### config.mk
export PLATFORM = sky130hd
export DESIGN_NAME = mul16_seq
export DESIGN_NICKNAME = d
export VERILOG_FILES = /design/src/rtl/mul16_seq.sv
export SDC_FILE = /design/constraint.sdc
export NUM_CORES = 1
export LEC_CHECK = 0
export CORE_MARGIN = 2
export CORE_UTILIZATION = 42
export DETAILED_ROUTE_END_ITERATION = 10
export HOLD_SLACK_MARGIN = 0.08
export PLACE_DENSITY = 0.69
export SLEW_MARGIN = 5
export SYNTH_ARGS = -nofsm -noshare
export SYNTH_HDL_FRONTEND = slang
export SYNTH_SLANG_ARGS = --single-unit
### constraint.sdc
create_clock -name clk -period 6.9 [get_ports clk]
set_input_delay 0.69 -clock clk [delete_from_list [all_inputs] [get_ports clk]]
set_output_delay 0.69 -clock clk [all_outputs]
set_load 0.05 [all_outputs]
### src/rtl/mul16_seq.sv
// -----------------------------------------------------------------------------
// mul16_seq -- sequential 16x16 -> 32 shift-and-add multiplier
//
// One multiply takes 16 RUN cycles plus one DONE cycle. The only adder on
// the datapath is a single 16-bit ripple-carry add16bits instance. Each RUN
// cycle conditionally adds the multiplicand into the high half of the
// accumulator and then shifts the accumulator right by one.
//
// Configuration macro:
//   MUL16_SIGNED_EN  when defined, a and b are two's complement. Operand
//                    magnitudes are captured at start, the result sign is
//                    registered, and the product is negated as it is loaded.
//                    When undefined, operands are unsigned and no sign logic
//                    exists.
//
// Ports:
//   clk      in   1   rising-edge clock
//   reset    in   1   synchronous, active-high reset
//   start    in   1   multiply request, sampled only in IDLE
//   a        in  16   multiplicand, captured on an accepted start
//   b        in  16   multiplier, captured on an accepted start
//   product  out 32   result, valid with done and held until the next start
//   busy     out  1   high in RUN and DONE
//   done     out  1   single-cycle pulse marking a valid product
// -----------------------------------------------------------------------------

// 16-bit ripple-carry adder built from explicit full-adder equations.
module add16bits (
  input  logic [15:0] a,
  input  logic [15:0] b,
  input  logic        carry_in,
  output logic [15:0] sum,
  output logic        carry_out
);

  logic [16:0] carry;

  assign carry[0] = carry_in;

  for (genvar i = 0; i < 16; i++) begin : g_fa
    assign sum[i]       = a[i] ^ b[i] ^ carry[i];
    assign carry[i + 1] = (a[i] & b[i]) | (carry[i] & (a[i] ^ b[i]));
  end

  assign carry_out = carry[16];

endmodule

module mul16_seq (
  input  logic        clk,
  input  logic        reset,
  input  logic        start,
  input  logic [15:0] a,
  input  logic [15:0] b,
  output logic [31:0] product,
  output logic        busy,
  output logic        done
);

  typedef enum logic [1:0] {
    IDLE = 2'd0,
    RUN  = 2'd1,
    DONE = 2'd2
  } state_t;

  state_t      state_q;
  state_t      state_d;

  // Datapath registers. acc holds {hi, lo}: lo starts as the multiplier and
  // is shifted out one bit per cycle while partial sums shift in from hi.
  logic [15:0] mcand_q;
  logic [31:0] acc_q;
  logic [4:0]  cnt_q;
  logic [31:0] product_q;

  // FSM decode strobes.
  logic        load;
  logic        step;
  logic        last_iter;

  // Captured operand values (magnitudes in the signed build).
  logic [15:0] a_cap;
  logic [15:0] b_cap;

  // One shift-and-add iteration.
  logic [15:0] add_sum;
  logic        add_co;
  logic [15:0] hi_sel;
  logic        co_sel;
  logic [31:0] acc_shift;
  logic [31:0] product_load;

`ifdef MUL16_SIGNED_EN
  logic        sign_q;

  // Two's-complement negation as invert-then-increment with an explicit
  // carry chain, so no extra arithmetic adder appears on the datapath.
  function automatic logic [15:0] neg16(input logic [15:0] x);
    logic [15:0] r;
    logic        c;
    c = 1'b1;
    for (int i = 0; i < 16; i++) begin
      r[i] = ~x[i] ^ c;
      c    = ~x[i] & c;
    end
    return r;
  endfunction

  function automatic logic [31:0] neg32(input logic [31:0] x);
    logic [31:0] r;
    logic        c;
    c = 1'b1;
    for (int i = 0; i < 32; i++) begin
      r[i] = ~x[i] ^ c;
      c    = ~x[i] & c;
    end
    return r;
  endfunction

  // -32768 maps to 0x8000, which is the correct unsigned magnitude.
  assign a_cap        = a[15] ? neg16(a) : a;
  assign b_cap        = b[15] ? neg16(b) : b;
  assign product_load = sign_q ? neg32(acc_shift) : acc_shift;
`else
  assign a_cap        = a;
  assign b_cap        = b;
  assign product_load = acc_shift;
`endif

  add16bits u_add (
    .a         (acc_q[31:16]),
    .b         (mcand_q),
    .carry_in  (1'b0),
    .sum       (add_sum),
    .carry_out (add_co)
  );

  // The adder carry becomes the new MSB after the shift, so nothing is lost
  // even when hi + mcand overflows 16 bits.
  assign hi_sel    = acc_q[0] ? add_sum : acc_q[31:16];
  assign co_sel    = acc_q[0] & add_co;
  assign acc_shift = {co_sel, hi_sel, acc_q[15:1]};

  assign last_iter = (cnt_q == 5'd15);

  // ---------------------------------------------------------------------------
  // FSM state register
  // ---------------------------------------------------------------------------
  // NOTE: sequential state uses non-blocking assignments so every register
  // samples pre-edge values, independent of process ordering.
  always_ff @(posedge clk) begin
    if (reset) begin
      state_q <= IDLE;
    end else begin
      state_q <= state_d;
    end
  end

  // ---------------------------------------------------------------------------
  // FSM next-state and decode
  // ---------------------------------------------------------------------------
  // NOTE: every output of this block gets a default first; a path that left
  // one unassigned would infer a latch.
  always_comb begin
    state_d = state_q;
    load    = 1'b0;
    step    = 1'b0;
    busy    = 1'b0;
    done    = 1'b0;
    unique case (state_q)
      IDLE: begin
        if (start) begin
          load    = 1'b1;
          state_d = RUN;
        end
      end
      RUN: begin
        busy = 1'b1;
        step = 1'b1;
        if (last_iter) begin
          state_d = DONE;
        end
      end
      DONE: begin
        busy    = 1'b1;
        done    = 1'b1;
        state_d = IDLE;
      end
      default: begin
        state_d = IDLE;
      end
    endcase
  end

  // ---------------------------------------------------------------------------
  // Datapath
  // ---------------------------------------------------------------------------
  // NOTE: these are plain registers, not a memory array, so all of them are
  // cleared on reset; an aborted multiply must leave no residue behind.
  always_ff @(posedge clk) begin
    if (reset) begin
      mcand_q   <= '0;
      acc_q     <= '0;
      cnt_q     <= '0;
      product_q <= '0;
`ifdef MUL16_SIGNED_EN
      sign_q    <= 1'b0;
`endif
    end else if (load) begin
      mcand_q <= a_cap;
      acc_q   <= {16'h0000, b_cap};
      cnt_q   <= '0;
`ifdef MUL16_SIGNED_EN
      sign_q  <= a[15] ^ b[15];
`endif
    end else if (step) begin
      acc_q <= acc_shift;
      cnt_q <= cnt_q + 5'd1;
      // The product register is written only here, on the RUN->DONE edge,
      // so it holds its value through DONE and IDLE.
      if (last_iter) begin
        product_q <= product_load;
      end
    end
  end

  assign product = product_q;

endmodule

==> results of run 1 <==
-- worst reg2reg max path, delay by kind of cell (launching register included) --
kind | cells | cell delay, ps
muxes | 1 | 80
AOI/OAI and AO/OA | 1 | 260
buffers and inverters | 2 | 120
adders and majority gates | 16 | 5680
DFF | 1 | 330
-- layout make-up --
cell class | instances | area, um2 | share of cell area [%]
well taps | 108 | 135 | 2.90
clock inverters | 6 | 92.6 | 1.98
flip-flops and latches | 87 | 1740 | 37.3
multi-input cells | 276 | 1850 | 39.6
clock buffers | 10 | 128 | 2.74
repair buffers | 70 | 691 | 14.8
inverters | 8 | 30.0 | 0.644
-- cell usage in the layout, fill, tap and decap left out, types with 2 or more instances in the layout --
cell type	count
a211oi_1	44
nand3_1	3
fa_1	11
inv_1	7
clkdlybuf4s50_1	67
clkinvlp_4	2
mux2i_1	31
buf_4	2
nor2_1	50
bufinv_16	2
clkbuf_8	9
o211ai_1	2
ha_1	7
nand2b_1	3
xor2_1	2
a21oi_1	37
fa_2	4
inv_6	2
dfxtp_1	87
nand2_1	70
a211oi_2	2
-- metrics by stage --
| stage | total power [mW] | hold slack [ps] | utilization [%] | cell area, um2 | setup slack, ps |
|---|---|---|---|---|---|
| global placement | 0.732 | 447 | 50.6 | 4440 | 231 |
| detailed placement | 0.737 | 450 | 50.6 | 4440 | 105 |
| global route | 1.17 | 478 | 53.2 | 4670 | 27.8 |
| finish | 1.12 | 457 | 53.2 | 4670 | 333 |
| CTS | 1.13 | 460 | 53.1 | 4660 | 89.6 |
| floorplan | 0.698 | 436 | - | 3820 | 428 |
-- worst min-delay path by stage --
| stage | from | end | slack (ps) |
|---|---|---|---|
| after CTS | product[11]$_SDFFE_PP0P_ | product[11]$_SDFFE_PP0P_ | 460 |
| after global placement | product[14]$_SDFFE_PP0P_ | product[14]$_SDFFE_PP0P_ | 450 |
| final | product[11]$_SDFFE_PP0P_ | product[11]$_SDFFE_PP0P_ | 460 |
| after global routing | product[11]$_SDFFE_PP0P_ | product[11]$_SDFFE_PP0P_ | 480 |
| after detailed placement | product[2]$_SDFFE_PP0P_ | product[2]$_SDFFE_PP0P_ | 450 |
| after floorplan | mcand_q[13]$_SDFFE_PP0P_ | mcand_q[13]$_SDFFE_PP0P_ | 440 |
-- logic make-up after synthesis --
group	Yosys count
AOI/OAI and AO/OA	88
xor gates and xnor gates	3
adders and majority gates	23
buffers and inverters	38
DFF	87
muxes	31
and+or+nand+nor	131
-- layer usage --
| metal | vias to the layer above | GRT usage, % | wire length (um) |
|---|---|---|---|
| met5 | - | 0 | 0 |
| met4 | 0 | 5.37 | 84 |
| met3 | 7 | 3.94 | 273 |
| met2 | 41 | 27.5 | 3740 |
| met1 | 1353 | 21.5 | 3580 |
| li1 | 1462 | - | - |
-- cells in the mapped netlist (3+ instances only) --
| master | number | area share [%] |
|---|---|---|
| dfxtp_1 | 87 | 46 |
| nand2_1 | 70 | 6.9 |
| nor2_1 | 50 | 4.9 |
| a211oi_1 | 44 | 8.7 |
| a21oi_1 | 37 | 4.9 |
| mux2i_1 | 31 | 8.1 |
| fa_1 | 15 | 7.9 |
| buf_2 | 12 | 1.6 |
| buf_6 | 8 | 2.4 |
| ha_1 | 8 | 2.6 |
| inv_1 | 7 | 0.69 |
| clkbuf_1 | 4 | 0.39 |
| buf_1 | 3 | 0.29 |
| nand2b_1 | 3 | 0.49 |
| nand3_1 | 3 | 0.39 |
-- power by group --
part | internal (mW) | switching, mW | total [mW]
Clock | 0.207 | 0.185 | 0.391
Sequential | 0.531 | 0.0309 | 0.562
Combinational | 0.0746 | 0.0885 | 0.163
Total | 0.812 | 0.304 | 1.12
-- state kept, by name, indices dropped and copies added (netlist names) --
signal and cells:
acc_q 32, product 32, mcand_q 16, cnt_q 5, state_q 2
-- repair_timing --
| action | CTS | global route |
|---|---|---|
| setup endpoints to repair | 0 | 2 |
| resized for setup | 0 | 4 |
| buffers inserted | 0 | 0 |
==> impl_metrics.json, run 1 <==
{
  "status": "completed",
  "routed_wl_mm": 7.68,
  "crit_cells": 20,
  "slew_headroom_pct": 18.2,
  "insertion_delay_ps": 350,
  "rrSetupSlack_ps": 330,
  "die_x_um": 99.3,
  "numPortBuffers": 68,
  "grt_max_degree": 68,
  "p_leak_nw": 1.64,
  "synth_warnings": 0,
  "grt_pass1_vias": 2839,
  "routedWlPerCell_um": 13.6,
  "die_area_um2": 9870,
  "syn_area_per_cell_um2": 9.52,
  "crit_path_start": "acc_q[16]$_SDFFE_PP0P_",
  "cp_max_fo": 3,
  "timing.rr.end": "acc_q[30]$_SDFFE_PP0P_",
  "fin_crit_sh_pct": 95.2,
  "die_y_um": 99.3,
  "htreeDepth": 3,
  "synthMuxAreaShare_pct": 8.13,
  "grt_pass1_wl_mm": 13.3,
  "min_path_type": "reg2reg",
  "worst_setup_path_start_kind": "register",
  "numCtsBuffers": 9,
  "hold_buffers": 0,
  "timing.rr.start": "acc_q[16]$_SDFFE_PP0P_",
  "cp-end-kind": "register",
  "synth-compound-area-share_pct": 15.2,
  "fill_cells": 821,
  "synth_fa_ha_area_share_pct": 10.5,
  "syn_inst": 401,
  "worstSetupEndpoint": "acc_q[30]$_SDFFE_PP0P_",
  "crit_path_max_incr_delay_ps": 490,
  "finalHoldViolCount": 0,
  "finalNetCount": 510,
  "r2r_cells": 20,
  "slowest_stage": "fa_1",
  "tritoncts": "built",
  "stdcell_count": 565,
  "synthSimpleGateAreaFrac_pct": 13.5,
  "antenna_found_initial": 0,
  "fmax_ghz": 0.152,
  "min_path_cells": 2,
  "setup_violations": 0,
  "peakVddDrop_mv": 0.132,
  "worstMarginPinSlew_ps": 1230,
  "yosysUniqueCellTypes": 29,
  "first_pass_iters": 4,
  "grtUsageTotal_pct": 16.6,
  "synth_top_flop_cell": "dfxtp_1",
  "drt_iter0_markers": 93,
  "num_io_pins": 69,
  "cp_top_family": "adder cells",
  "overflow": 0,
  "cp_common_cell": "fa_1",
  "ys_ff_latch": 87,
  "via_per_inst": 5.07,
  "critical_path_buf_inv_count": 2,
  "rsz0062_at_grt": "no",
  "drive_above_1_share_pct": 6.13,
  "synth_xor_xnor_area_share_pct": 0.688,
  "drc": 0,
  "power_density_nw_per_um2": 239,
  "required_ps": 7150,
  "hpwl_mm": 5.03,
  "dp_cells": 549,
  "crit_chain": "ha_1 > fa_2 > fa_1 > fa_2 > fa_1 > fa_1 > fa_1 > fa_1 > fa_1 > fa_2 > fa_2 > fa_1 > fa_1 > inv_1 > fa_1 > inv_1 > fa_1 > fa_1 > mux2i_1 > a211oi_1",
  "syn_area_um2": 3820,
  "finalMaxSlewViolations": 0,
  "syn_nets": 459,
  "n_antenna_cell": 0,
  "rows": 34,
  "cts_buffer_depth": 2,
  "vias": 2863,
  "core_area_um2": 8760,
  "fin_worst_skew_ps": 7.34,
  "setup_tns_ps": 0,
  "period_minus_slack_ps": 6570,
  "gp_congestion": 0.749,
  "clock_sinks": 87,
  "crit_arrival_ps": 6820,
  "cts-root-buf": "clkbuf_8",
  "syn2layout_area_growth_pct": 22.2,
  "async_reset_ff_share_pct": 0,
  "path_clk_slew_ps": 90,
  "synth_top_family_by_area": "compound AO/OA/AOI/OAI gates",
  "maxCapViolCount": 0,
  "ys_seq_area_share_pct": 45.6,
  "ant_nets": 0,
  "synth_edf_count": 0,
  "start_util_pct": 43.6,
  "critical_path_class": "reg2reg"
}
Power figures use the tool's default switching activity.
==> inputs of run 2 (changes only) <==
ABC_AREA = 1   (was unset)
CTS_CLUSTER_DIAMETER = 100   (was unset)
==> impl_metrics.json, run 2 <==
{
  "status": "completed",
  "worstMarginPinSlew_ps": 868,
  "r2r_cells": 22,
  "ys_seq_area_share_pct": 44.6,
  "drive_above_1_share_pct": 5.90,
  "grtUsageTotal_pct": 17.8,
  "fin_crit_sh_pct": 95.8,
  "rrSetupSlack_ps": 290,
  "tritoncts": "built",
  "yosysMostFrequentCell": "nand2_1",
  "stdcell_area_um2": 4790,
  "syn_area_per_cell_um2": 7.75,
  "cts_buffer_depth": 2,
  "hold_buffers": 0,
  "synth_warnings": 0,
  "setup_tns_ps": 0,
  "syn_inst": 504,
  "path_clk_slew_ps": 90,
  "netlist_top_cells_count": "nand2_1, dfxtp_1, nor2_1, o21ai_0, a21oi_1",
  "synth_top_area_share_pct": 44.6,
  "grt_pass1_vias": 3067,
  "rows": 35,
  "synth_top_flop_cell": "dfxtp_1",
  "cp-end-kind": "register",
  "vias": 3266,
  "worst_slack_ps": 287,
  "ys_ff_latch": 87,
  "overflow": 0,
  "insertion_delay_ps": 360,
  "peakVddDrop_mv": 0.126,
  "ant_nets": 0,
  "fill_cells": 886,
  "post_cts_buffers": 0,
  "power.total_mw": 1.59,
  "drt_iter0_markers": 128,
  "first_pass_iters": 5,
  "num_io_pins": 69,
  "rsz0062_at_grt": "no",
  "required_ps": 7140,
  "syn2layout_area_growth_pct": 22.6,
  "gp_congestion": 0.798,
  "numCtsBuffers": 9,
  "min_path_type": "reg2reg",
  "finalNetCount": 613,
  "p_leak_nw": 2.08,
  "yosysUniqueCellTypes": 26,
  "syn_nets": 562,
  "stdcell_count": 670,
  "power_density_nw_per_um2": 333,
  "n_antenna_cell": 0,
  "die_area_um2": 10100,
  "maxCapViolCount": 0,
  "syn_area_um2": 3900,
  "routed_wl_mm": 8.47,
  "fin_worst_skew_ps": 14.2,
  "min_path_cells": 2,
  "placed_area_um2": 4560,
  "async_reset_ff_share_pct": 0,
  "htreeDepth": 3,
  "dp_cells": 655,
  "finalMaxSlewViolations": 0,
  "utilization_pct": 52.6,
  "antenna_found_initial": 0,
  "numPortBuffers": 68,
  "slew_headroom_pct": 42.0,
  "synth_edf_count": 0,
  "hold_path_end": "acc_q[2]$_SDFFE_PP0P_",
  "timing.rr.end": "acc_q[30]$_SDFFE_PP0P_",
  "start_util_pct": 42.9,
  "die_x_um": 100,
  "cts-root-buf": "clkbuf_8",
  "finalHoldViolCount": 0,
  "crit_arrival_ps": 6860,
  "via_per_inst": 4.87,
  "grt_max_degree": 54,
  "core_area_um2": 9110,
  "final_common_cell": "nand2_1",
  "place_ws_ps": 155,
  "grt_pass1_wl_mm": 14.2,
  "hpwl_mm": 5.55,
  "fmax_ghz": 0.151,
  "die_y_um": 100,
  "final_cell_mix": "nand2_1, dfxtp_1, nor2_1",
  "routedWlPerCell_um": 12.6,
  "synthTopCellsByArea": "dfxtp_1, nand2_1, o21ai_0, fa_1, nor2_1",
  "seq_area_um2": 1740,
  "drc": 0,
  "yosysTopAreaCell": "dfxtp_1",
  "setup_violations": 0,
  "multi_input_area_um2": 1840,
  "timing.rr.start": "mcand_q[0]$_SDFFE_PP0P_",
  "worst_setup_path_start_kind": "register",
  "cp_max_fo": 2,
  "worstHoldStart": "acc_q[2]$_SDFFE_PP0P_",
  "clock_sinks": 87,
  "critical_path_class": "reg2reg",
  "fin_hold_ws_ps": 478,
  "period_minus_slack_ps": 6610
}
-- run 2: changes by cell type in the layout (fill, tap and decap cells not counted), sizes merged, moves of 28 or more --
cell	previous run	this run
o21ai	0	81
a211oi	46	0
nand2	70	105
inv	10	44
mux2i	31	0
nor2	50	78
-- run 2: kinds of logic (layout without fill, tap and decap cells) --
kind of cell / after synthesis / in the layout / share of synthesized area [%]
and+or+nand+nor: 191 / 191 / 19.1
AOI/OAI and AO/OA: 130 / 130 / 17.3
DFF: 87 / 87 / 44.6
buffers and inverters: 72 / 127 / 8.59
adders and majority gates: 23 / 23 / 10.3
xor gates and xnor gates: 1 / 1 / 0.224
-- run 2: cell type report --
class	instances	share of cell area, %
Tap cell	111	2.90
Clock inverter	5	1.70
Sequential cell	87	36.4
Timing Repair Buffer	69	14.4
Inverter	43	3.42
Clock buffer	10	2.88
Multi-Input combinational cell	345	38.3
-- run 2: critical path: stages, from the launching register on --
cell,delay (ps)
dfxtp_1,330
ha_1,220
fa_2,360
fa_1,380
fa_1,380
fa_1,380
fa_1,380
fa_1,380
fa_1,390
fa_1,390
fa_2,360
fa_2,350
fa_1,380
fa_1,380
inv_1,80
fa_1,160
inv_1,50
fa_1,380
fa_1,430
nand2_1,70
nand2_1,60
o21ai_0,130
inv_1,60
-- run 2: how the worst max path moves through the flow --
stage,startpoint,end,slack [ps]
detailed placement,acc_q[16]$_SDFFE_PP0P_,acc_q[30]$_SDFFE_PP0P_,160
global route,mcand_q[0]$_SDFFE_PP0P_,acc_q[30]$_SDFFE_PP0P_,40
finish,mcand_q[0]$_SDFFE_PP0P_,acc_q[30]$_SDFFE_PP0P_,290
floorplan,mcand_q[0]$_SDFFE_PP0P_,acc_q[30]$_SDFFE_PP0P_,440
CTS,mcand_q[0]$_SDFFE_PP0P_,acc_q[30]$_SDFFE_PP0P_,130
global placement,mcand_q[0]$_SDFFE_PP0P_,acc_q[30]$_SDFFE_PP0P_,260
-- run 2: metal layers --
metal,share of wire [%],global-route usage (%)
met2,49,31.8
met1,45,21.7
met3,4.3,3.13
met5,0,0
met4,1.7,6.11
-- run 2: what timing repair did --
action                                 in CTS  in global routing
endpoints found under the hold margin       0                  0
setup endpoints to repair                   0                  2
gates resized for setup                     0                  3
-- run 2: report_power, final --
part | internal [mW] | leakage, nW | switching [mW] | total [mW]
Sequential | 0.600 | 0.710 | 0.0789 | 0.678
Combinational | 0.184 | 1.26 | 0.337 | 0.521
Clock | 0.213 | 0.109 | 0.182 | 0.395
Total | 0.996 | 2.08 | 0.598 | 1.59
